### src/rtl/ex_mem_wb_latch.sv
// rtl/ex_mem_wb_latch.sv - EX/MEM and MEM/WB pipeline registers with data-memory handshake
//
// Optional feature macro: MEM_STALL_COUNT_EN (builds the saturating memory-stall counter;
// when undefined stall_cycles is tied to zero).
//
// Ports:
//   CLK, nRST            clock (rising edge), asynchronous active-low reset
//   enable, flush_ex_mem global advance from hazard unit, bubble request for EX/MEM
//   ex_*                 EX-stage instruction fields captured into EX/MEM
//   dhit, dmemload       data cache completion and load data
//   dmemREN/WEN/addr/store  data cache request
//   mem_stall            EX/MEM blocked on memory
//   *_EX_MEM, *_mem      EX/MEM fields for forwarding
//   *_MEM_WB, *_wb       MEM/WB fields for register-file write and forwarding
//   halt_wb              sticky halt
//   stall_cycles         memory-stall cycle count
module ex_mem_wb_latch #(
  parameter int WORD_W = 32,
  parameter int REG_W  = 5,
  parameter int OP_W   = 6
) (
  input  logic              CLK,
  input  logic              nRST,
  input  logic              enable,
  input  logic              flush_ex_mem,
  input  logic [OP_W-1:0]   ex_opcode,
  input  logic              ex_WEN,
  input  logic [REG_W-1:0]  ex_reg_wr,
  input  logic [WORD_W-1:0] ex_alu_out,
  input  logic [WORD_W-1:0] ex_store_data,
  input  logic              ex_dREN,
  input  logic              ex_dWEN,
  input  logic              ex_halt,
  input  logic              dhit,
  input  logic [WORD_W-1:0] dmemload,
  output logic              dmemREN,
  output logic              dmemWEN,
  output logic [WORD_W-1:0] dmemaddr,
  output logic [WORD_W-1:0] dmemstore,
  output logic              mem_stall,
  output logic [OP_W-1:0]   opcode_EX_MEM,
  output logic              WEN_EX_MEM,
  output logic [REG_W-1:0]  reg_wr_mem,
  output logic [WORD_W-1:0] alu_out_mem,
  output logic [OP_W-1:0]   opcode_MEM_WB,
  output logic              WEN_MEM_WB,
  output logic [REG_W-1:0]  reg_wr_wb,
  output logic [WORD_W-1:0] wb_data,
  output logic              halt_wb,
  output logic [31:0]       stall_cycles
);

  typedef enum logic [1:0] {
    IDLE   = 2'd0,
    ACCESS = 2'd1,
    DONE   = 2'd2
  } state_t;

  state_t            state;
  logic [WORD_W-1:0] store_data_mem;
  logic [WORD_W-1:0] load_buf;
  logic              dren_mem;
  logic              dwen_mem;
  logic              halt_mem;
  logic              advance;
  logic [WORD_W-1:0] mem_result;

  // dhit releases the stall combinationally so the load retires on its hit cycle.
  assign mem_stall = (state == ACCESS) && !dhit;
  assign advance   = enable && !mem_stall;

  assign dmemREN   = (state == ACCESS) && dren_mem;
  assign dmemWEN   = (state == ACCESS) && dwen_mem;
  assign dmemaddr  = alu_out_mem;
  assign dmemstore = store_data_mem;

  // Result heading to WB: live cache data on the hit cycle, the buffered copy
  // when the hit arrived while the pipeline was frozen, otherwise the ALU value.
  always_comb begin
    mem_result = alu_out_mem;
    if (dren_mem && (state == ACCESS)) begin
      mem_result = dmemload;
    end else if (dren_mem && (state == DONE)) begin
      mem_result = load_buf;
    end
  end

  // EX/MEM register and memory-handshake FSM.
  always_ff @(posedge CLK or negedge nRST) begin
    if (!nRST) begin
      state          <= IDLE;
      opcode_EX_MEM  <= '0;
      WEN_EX_MEM     <= 1'b0;
      reg_wr_mem     <= '0;
      alu_out_mem    <= '0;
      store_data_mem <= '0;
      dren_mem       <= 1'b0;
      dwen_mem       <= 1'b0;
      halt_mem       <= 1'b0;
      load_buf       <= '0;
    end else if (advance) begin
      if (flush_ex_mem) begin
        state          <= IDLE;
        opcode_EX_MEM  <= '0;
        WEN_EX_MEM     <= 1'b0;
        reg_wr_mem     <= '0;
        alu_out_mem    <= '0;
        store_data_mem <= '0;
        dren_mem       <= 1'b0;
        dwen_mem       <= 1'b0;
        halt_mem       <= 1'b0;
      end else begin
        state          <= (ex_dREN || ex_dWEN) ? ACCESS : IDLE;
        opcode_EX_MEM  <= ex_opcode;
        WEN_EX_MEM     <= ex_WEN;
        reg_wr_mem     <= ex_reg_wr;
        alu_out_mem    <= ex_alu_out;
        store_data_mem <= ex_store_data;
        dren_mem       <= ex_dREN;
        // Load and store together is illegal; the load wins.
        dwen_mem       <= ex_dWEN && !ex_dREN;
        halt_mem       <= ex_halt;
      end
    end else if ((state == ACCESS) && dhit && !enable) begin
      // Hit while frozen: drop the request so a store is not repeated.
      load_buf <= dmemload;
      state    <= DONE;
    end
  end

  // MEM/WB register.
  always_ff @(posedge CLK or negedge nRST) begin
    if (!nRST) begin
      opcode_MEM_WB <= '0;
      WEN_MEM_WB    <= 1'b0;
      reg_wr_wb     <= '0;
      wb_data       <= '0;
      halt_wb       <= 1'b0;
    end else if (advance) begin
      opcode_MEM_WB <= opcode_EX_MEM;
      WEN_MEM_WB    <= WEN_EX_MEM;
      reg_wr_wb     <= reg_wr_mem;
      wb_data       <= mem_result;
      if (halt_mem) begin
        halt_wb <= 1'b1;
      end
    end else if (enable) begin
      // Stalled on memory: insert a bubble so the older write is not repeated.
      opcode_MEM_WB <= '0;
      WEN_MEM_WB    <= 1'b0;
      reg_wr_wb     <= '0;
    end
  end

`ifdef MEM_STALL_COUNT_EN
  logic [31:0] stall_cnt;

  always_ff @(posedge CLK or negedge nRST) begin
    if (!nRST) begin
      stall_cnt <= '0;
    end else if (mem_stall && (stall_cnt != 32'hFFFF_FFFF)) begin
      stall_cnt <= stall_cnt + 32'd1;
    end
  end

  assign stall_cycles = stall_cnt;
`else
  assign stall_cycles = 32'd0;
`endif

endmodule

### config.mk
export PLATFORM = sky130hd
export DESIGN_NAME = ex_mem_wb_latch
export DESIGN_NICKNAME = d
export VERILOG_FILES = /design/src/rtl/ex_mem_wb_latch.sv
export SDC_FILE = /design/constraint.sdc
export NUM_CORES = 1
export LEC_CHECK = 0
export ABC_CLOCK_PERIOD_IN_PS = 3300
export BUFFER_PORTS_ARGS = -buffer_cell sky130_fd_sc_hd__buf_2
export CAP_MARGIN = 10
export CORE_UTILIZATION = 25
export CTS_CLUSTER_DIAMETER = 150
export DETAILED_ROUTE_END_ITERATION = 16
export GPL_TIMING_DRIVEN = 0
export SYNTH_ARGS = -nofsm -noshare
export SYNTH_HDL_FRONTEND = slang
export SYNTH_SLANG_ARGS = --single-unit
export TNS_END_PERCENT = 20
### constraint.sdc
create_clock -name CLK -period 3.3 [get_ports CLK]
set_input_delay 0.165 -clock CLK [delete_from_list [all_inputs] [get_ports CLK]]
set_output_delay 0.165 -clock CLK [all_outputs]
set_load 0.005 [all_outputs]
==> Word-level counts from Yosys, hierarchy flattened <==
Cells that the tools add are included.
{ "word_totals": {"rom_bits": 0, "latch_bits": 0, "output_inout_bits": 188, "ramBits": 0, "n_memories": 0, "regBits": 158, "elab_cells": 55} }
{ "op_classes": {"n_div": 0, "mul": 0, "n_reduce_logical": 17, "shifts": 0, "n_mux": 20, "n_eq_ne": 2, "magnitude_cmp": 0, "bitwise_logic": 1, "add_sub_neg": 0} }
{ "ops": {"columns": ["cell", "count"], "rows": [
  ["2-to-1 mux 32 bit", 4],
  ["2-to-1 mux 6 bit", 3],
  ["2-to-1 mux 5 bit", 3],
  ["logical AND 1 bit", 8],
  ["2-to-1 mux 1 bit", 8],
  ["logical NOT 1 bit", 4],
  ["2-to-1 mux 2 bit", 2],
  ["AND reduction 2 bit", 2],
  ["nonzero test 2 bit", 2],
  ["== test 2 x 1 -> 1 bit (second input constant)", 1],
  ["== test 2 bit (second input constant)", 1],
  ["logical OR 1 bit", 1],
  ["NOT 1 bit", 1]
]} }

==> Depth between registers and ports, before layout <==
{ "logic_depth": {"ltp_word": 6, "ltp_mapped": 6, "mapped_depth_nobuf": 4} }

==> Worst setup path after synthesis <==
OpenSTA, ideal clock, no wires.
{ "synth_timing": {"kind": "register -> register", "start": "register state[0]", "end": "register wb_data[25]", "arrival_time_ns": 1.306, "n_path_buf": 2, "t_required_ns": 3.172, "slack_ns": 1.866, "period_less_slack_ns": 1.434, "stages_incl_launch_ff": 6, "setup_ns": 0.128, "path_cell_list": "dfrtp_1 buf_2 clkbuf_2 or3b_1 a32oi_1 o31ai_1"} }
{ "synth_via": {"elab_chain_cells": 4} }
{ "synth_rtl": {"columns": ["element", "line_no", "text"], "rows": [
  ["from (decl)", "59", "state_t state;"],
  ["from (signal assigned)", "113", "state <= (ex_dREN || ex_dWEN) ? ACCESS : IDLE;"],
  ["== test 2 bit / == test 2 x 1 -> 1 bit (equally long branches)", "83, 69, 81", null],
  ["logical AND 1 bit (on tied branches)", "83, 69", null],
  ["2-to-1 mux 32 bit / logical NOT 1 bit (equally long branches)", "83, 70", null],
  ["2-to-1 mux 32 bit / logical AND 1 bit (equally long branches)", "81, 70", null],
  ["to (signal assigned)", "143", "wb_data <= mem_result;"],
  ["to (decl)", "48", "output logic [WORD_W-1:0] wb_data,"]
]} }
Parallel ways exist; a longest one is shown, timed or not.
A chain may end at the register's enable or synchronous reset.

==> Worst setup path after layout <==
{ "layout_timing": {"start": "register state[0]", "end": "register dwen_mem"} }
{ "layout_via": {"elab_chain_cells": 4} }
{ "layout_rtl": {"columns": ["element", "line_no", "text"], "rows": [
  ["== test 2 x 1 -> 1 bit", "69", "assign mem_stall = (state == ACCESS) && !dhit;"],
  ["logical AND 1 bit", "69", null],
  ["logical NOT 1 bit", "70", "assign advance = enable && !mem_stall;"],
  ["logical AND 1 bit", "70", null],
  ["to (signal assigned)", "121", "dwen_mem <= ex_dWEN && !ex_dREN;"],
  ["to (decl)", "63", "logic dwen_mem;"]
]} }
Every way passes these cells.

==> results.tsv <==
metric	value	unit
post-synth top area share	0.4652	
r2r startpoint	state[0]	
initial antenna violation count	1	
number of port buffers	270	
Core Util, Final	0.3633	
post-CTS sizing	0	
Die X-Extent	186.4	um
Total Die Area	34740	um2
CTS HTree Levels	4	
final WL	30650	um
Max Cap Viol	0	
Starting Density	0.2535	
max frequency	430.9	MHz
Post-DRT Antenna Nets	0	
first-pass GRT wire length	47490	um
synth top area cells	dfrtp_1 (47%), o21ai_0 (6.7%), buf_4 (6.4%)	
Die Ht	186.4	um
DP Wirelength	21980	um
Final Cycle Share	0.7033	
critical path endpoint category	flop	
register area	3954	um2
largest net degree at the start of global routing	92	
clock skew	11.14	ps
R2R setup slack	980	ps
Setup WS pre-CTS	1315	ps
clock buffer depth	2	
dominant cell type by area after synthesis	dfrtp_1	
crit path kind	reg -> reg	
status	finished clean	
Post-Syn Area per Cell	9.769	um2
arrival time worst endpoint	2680	ps
detailed-route vias per instance	4.605	
Total GRT Usage	0.1761	
Worst-path clk slew	60	ps
initial DRC count	406	
critical path startpoint	state[0]	
synth-to-layout area growth	43.34	%
Num CTS Buffers	17	
Req. time, crit path	3660	ps
RD Place Congestion	0.8047	
hold crit path type	in -> reg	
I/O pin count	304	
# rows	67	
Worst-Margin Slew	690.0	ps
crit path to	dwen_mem	
TritonRoute pass-1 iters	5	
final slew viol count	0	
CORE AREA	33530	um2
max_slew headroom	0.5400	
Cell variety after synth	35	
final hold violation count	0	
Post-CTS Setup Bufs	0	
Max FO, Critical Path	10	
total global routing overflow	0	
number of synthesized register bits	158	
Nets	1413	
r2r worst-path depth	6	
DRC Markers	0	
area of the multi-input gates	3719	um2
sequential-to-total area share from yosys stat	0.4652	
CTS root buf	clkbuf_16	
routed len/inst	17.43	um
peak supply drop	312.7	uV
latest clock arrival within the worst-skew pair	430	ps
Setup WS post-layout	979.0	ps
vias in the first global route	8216	
Post-Syn Instances	870	
Reg2Reg Capture Point	dwen_mem	
Pwr Density	486.6	nW/um2
Tmin final	2321	ps
CTS tree	yes	
via count	8101	
Yosys Warn Count	0	
leak pwr	0.005707	uW
RSZ-0062 raised after global routing	false	
layout cells sized above 1	0.3641	
Num Clock Sinks	158	
Post-Syn Area	8499	um2
startpoint types	flop	
Setup Viol. Count Final	0	
# fillers	3487	
## per-layer routing
layer,track usage,vias to the layer above,part of all wire
met5,0,-,0
met2,0.3001,284,0.49
met4,0.04577,0,0.014
met1,0.2218,3960,0.44
li1,-,3833,-
met3,0.04269,24,0.057
## timing repair
item / CTS / global route
hold buffers: 106 / 0
setup endpoints to repair: 0 / 0
hold endpoints to repair: 171 / 0
## cell type report
class | instances | share of cell area
Sequential cell | 158 | 0.3245
Multi-Input combinational cell | 592 | 0.3052
Timing Repair Buffer | 377 | 0.2011
Buffer | 147 | 0.07620
Tap cell | 448 | 0.04601
Clock buffer | 22 | 0.03810
Clock inverter | 10 | 0.007394
Inverter | 4 | 0.001232
Antenna cell | 1 | 0.0002054
## synthesized netlist by cell type
cell type and n:
o21ai_1 55, mux2_2 3, nand2_2 1, conb_1 1
buf_1 1, a21o_1 1, o31ai_1 32, inv_1 1
clkbuf_2 3, buf_6 9, dfrtp_1 158, nand2b_1 32
inv_2 3, buf_4 72, nor2_1 32, or3b_1 28
o211ai_1 1, clkbuf_1 34, nand3b_1 32, and3_1 1
buf_2 28, or3b_2 4, a31o_2 1, mux2i_1 1
o2bb2ai_1 12, and2_1 2, o21ai_0 114, or3b_4 1
o41ai_1 1, o21ai_2 20, a32oi_1 32, nand2_1 92
nor2b_1 1, mux2_1 29, o21ba_2 32
## worst max-delay path, cell delays in order (launching register included)
cell	delay (ps)
dfrtp_1	470
or3b_4	440
inv_2	220
buf_2	320
o21ai_0	130
o41ai_1	90
dlygate4sd3_1	590
## metrics by stage
step | area [um2] | hold slack, ps | cells | setup TNS (ps) | total power (uW)
after floorplan | 8616 | -130.6 | 901 | 0 | 3293
after global placement | 10530 | 382.8 | 1619 | -94250 | 3915
after detailed placement | 10570 | 172.6 | 1620 | 0 | 3954
after CTS | 12180 | 0.005079 | 1758 | 0 | 5991
after global routing | 12180 | 9.450 | 1759 | 0 | 6257
final | 12180 | 20.83 | 1759 | 0 | 5928
## flip-flops by register name (all words and copies together) (netlist names)
signal / count
halt_wb: 1
dwen_mem: 1
load_buf: 32
WEN_EX_MEM: 1
reg_wr_wb: 5
dmemstore: 32
reg_wr_mem: 5
opcode_MEM_WB: 6
state: 2
WEN_MEM_WB: 1
halt_mem: 1
opcode_EX_MEM: 6
alu_out_mem: 32
dren_mem: 1
wb_data: 32
## worst min path at each step
| stage | startpoint | end | cells after the start |
|---|---|---|---|
| finish | ex_store_data[26] | dmemstore[26] | 3 |
| global route | ex_opcode[4] | opcode_EX_MEM[4] | 3 |
| CTS | ex_opcode[4] | opcode_EX_MEM[4] | 3 |
| detailed placement | nRST | WEN_MEM_WB | 1 |
| global placement | flush_ex_mem | dwen_mem | 2 |
| floorplan | nRST | WEN_EX_MEM | 0 |
## power breakdown
group          internal, uW  total, uW  leakage (uW)  switching (uW)
clock                  1080       1920      0.000254             842
sequential             2260       2500       0.00203             236
combinational           772       1510       0.00342             741
## cells in the final DEF, fill, tap and decap left out, types with 37 or more instances in the layout
cell           instances
buf_2                297
dfrtp_1              158
clkbuf_1              37
dlygate4sd3_1        106
buf_4                 72
o21ai_0              114
nand2_1               92
o21ai_1               55
## kinds of logic after synthesis
family / count (synthesis) / share of synthesized area
compound gates: 301 / 0.2352
buf+inv: 151 / 0.1110
flops: 158 / 0.4652
mux: 33 / 0.04357
simple gates: 226 / 0.1446
other cells: 1 / 0.0004412
Note: power is estimated with default switching activity, not from simulation.
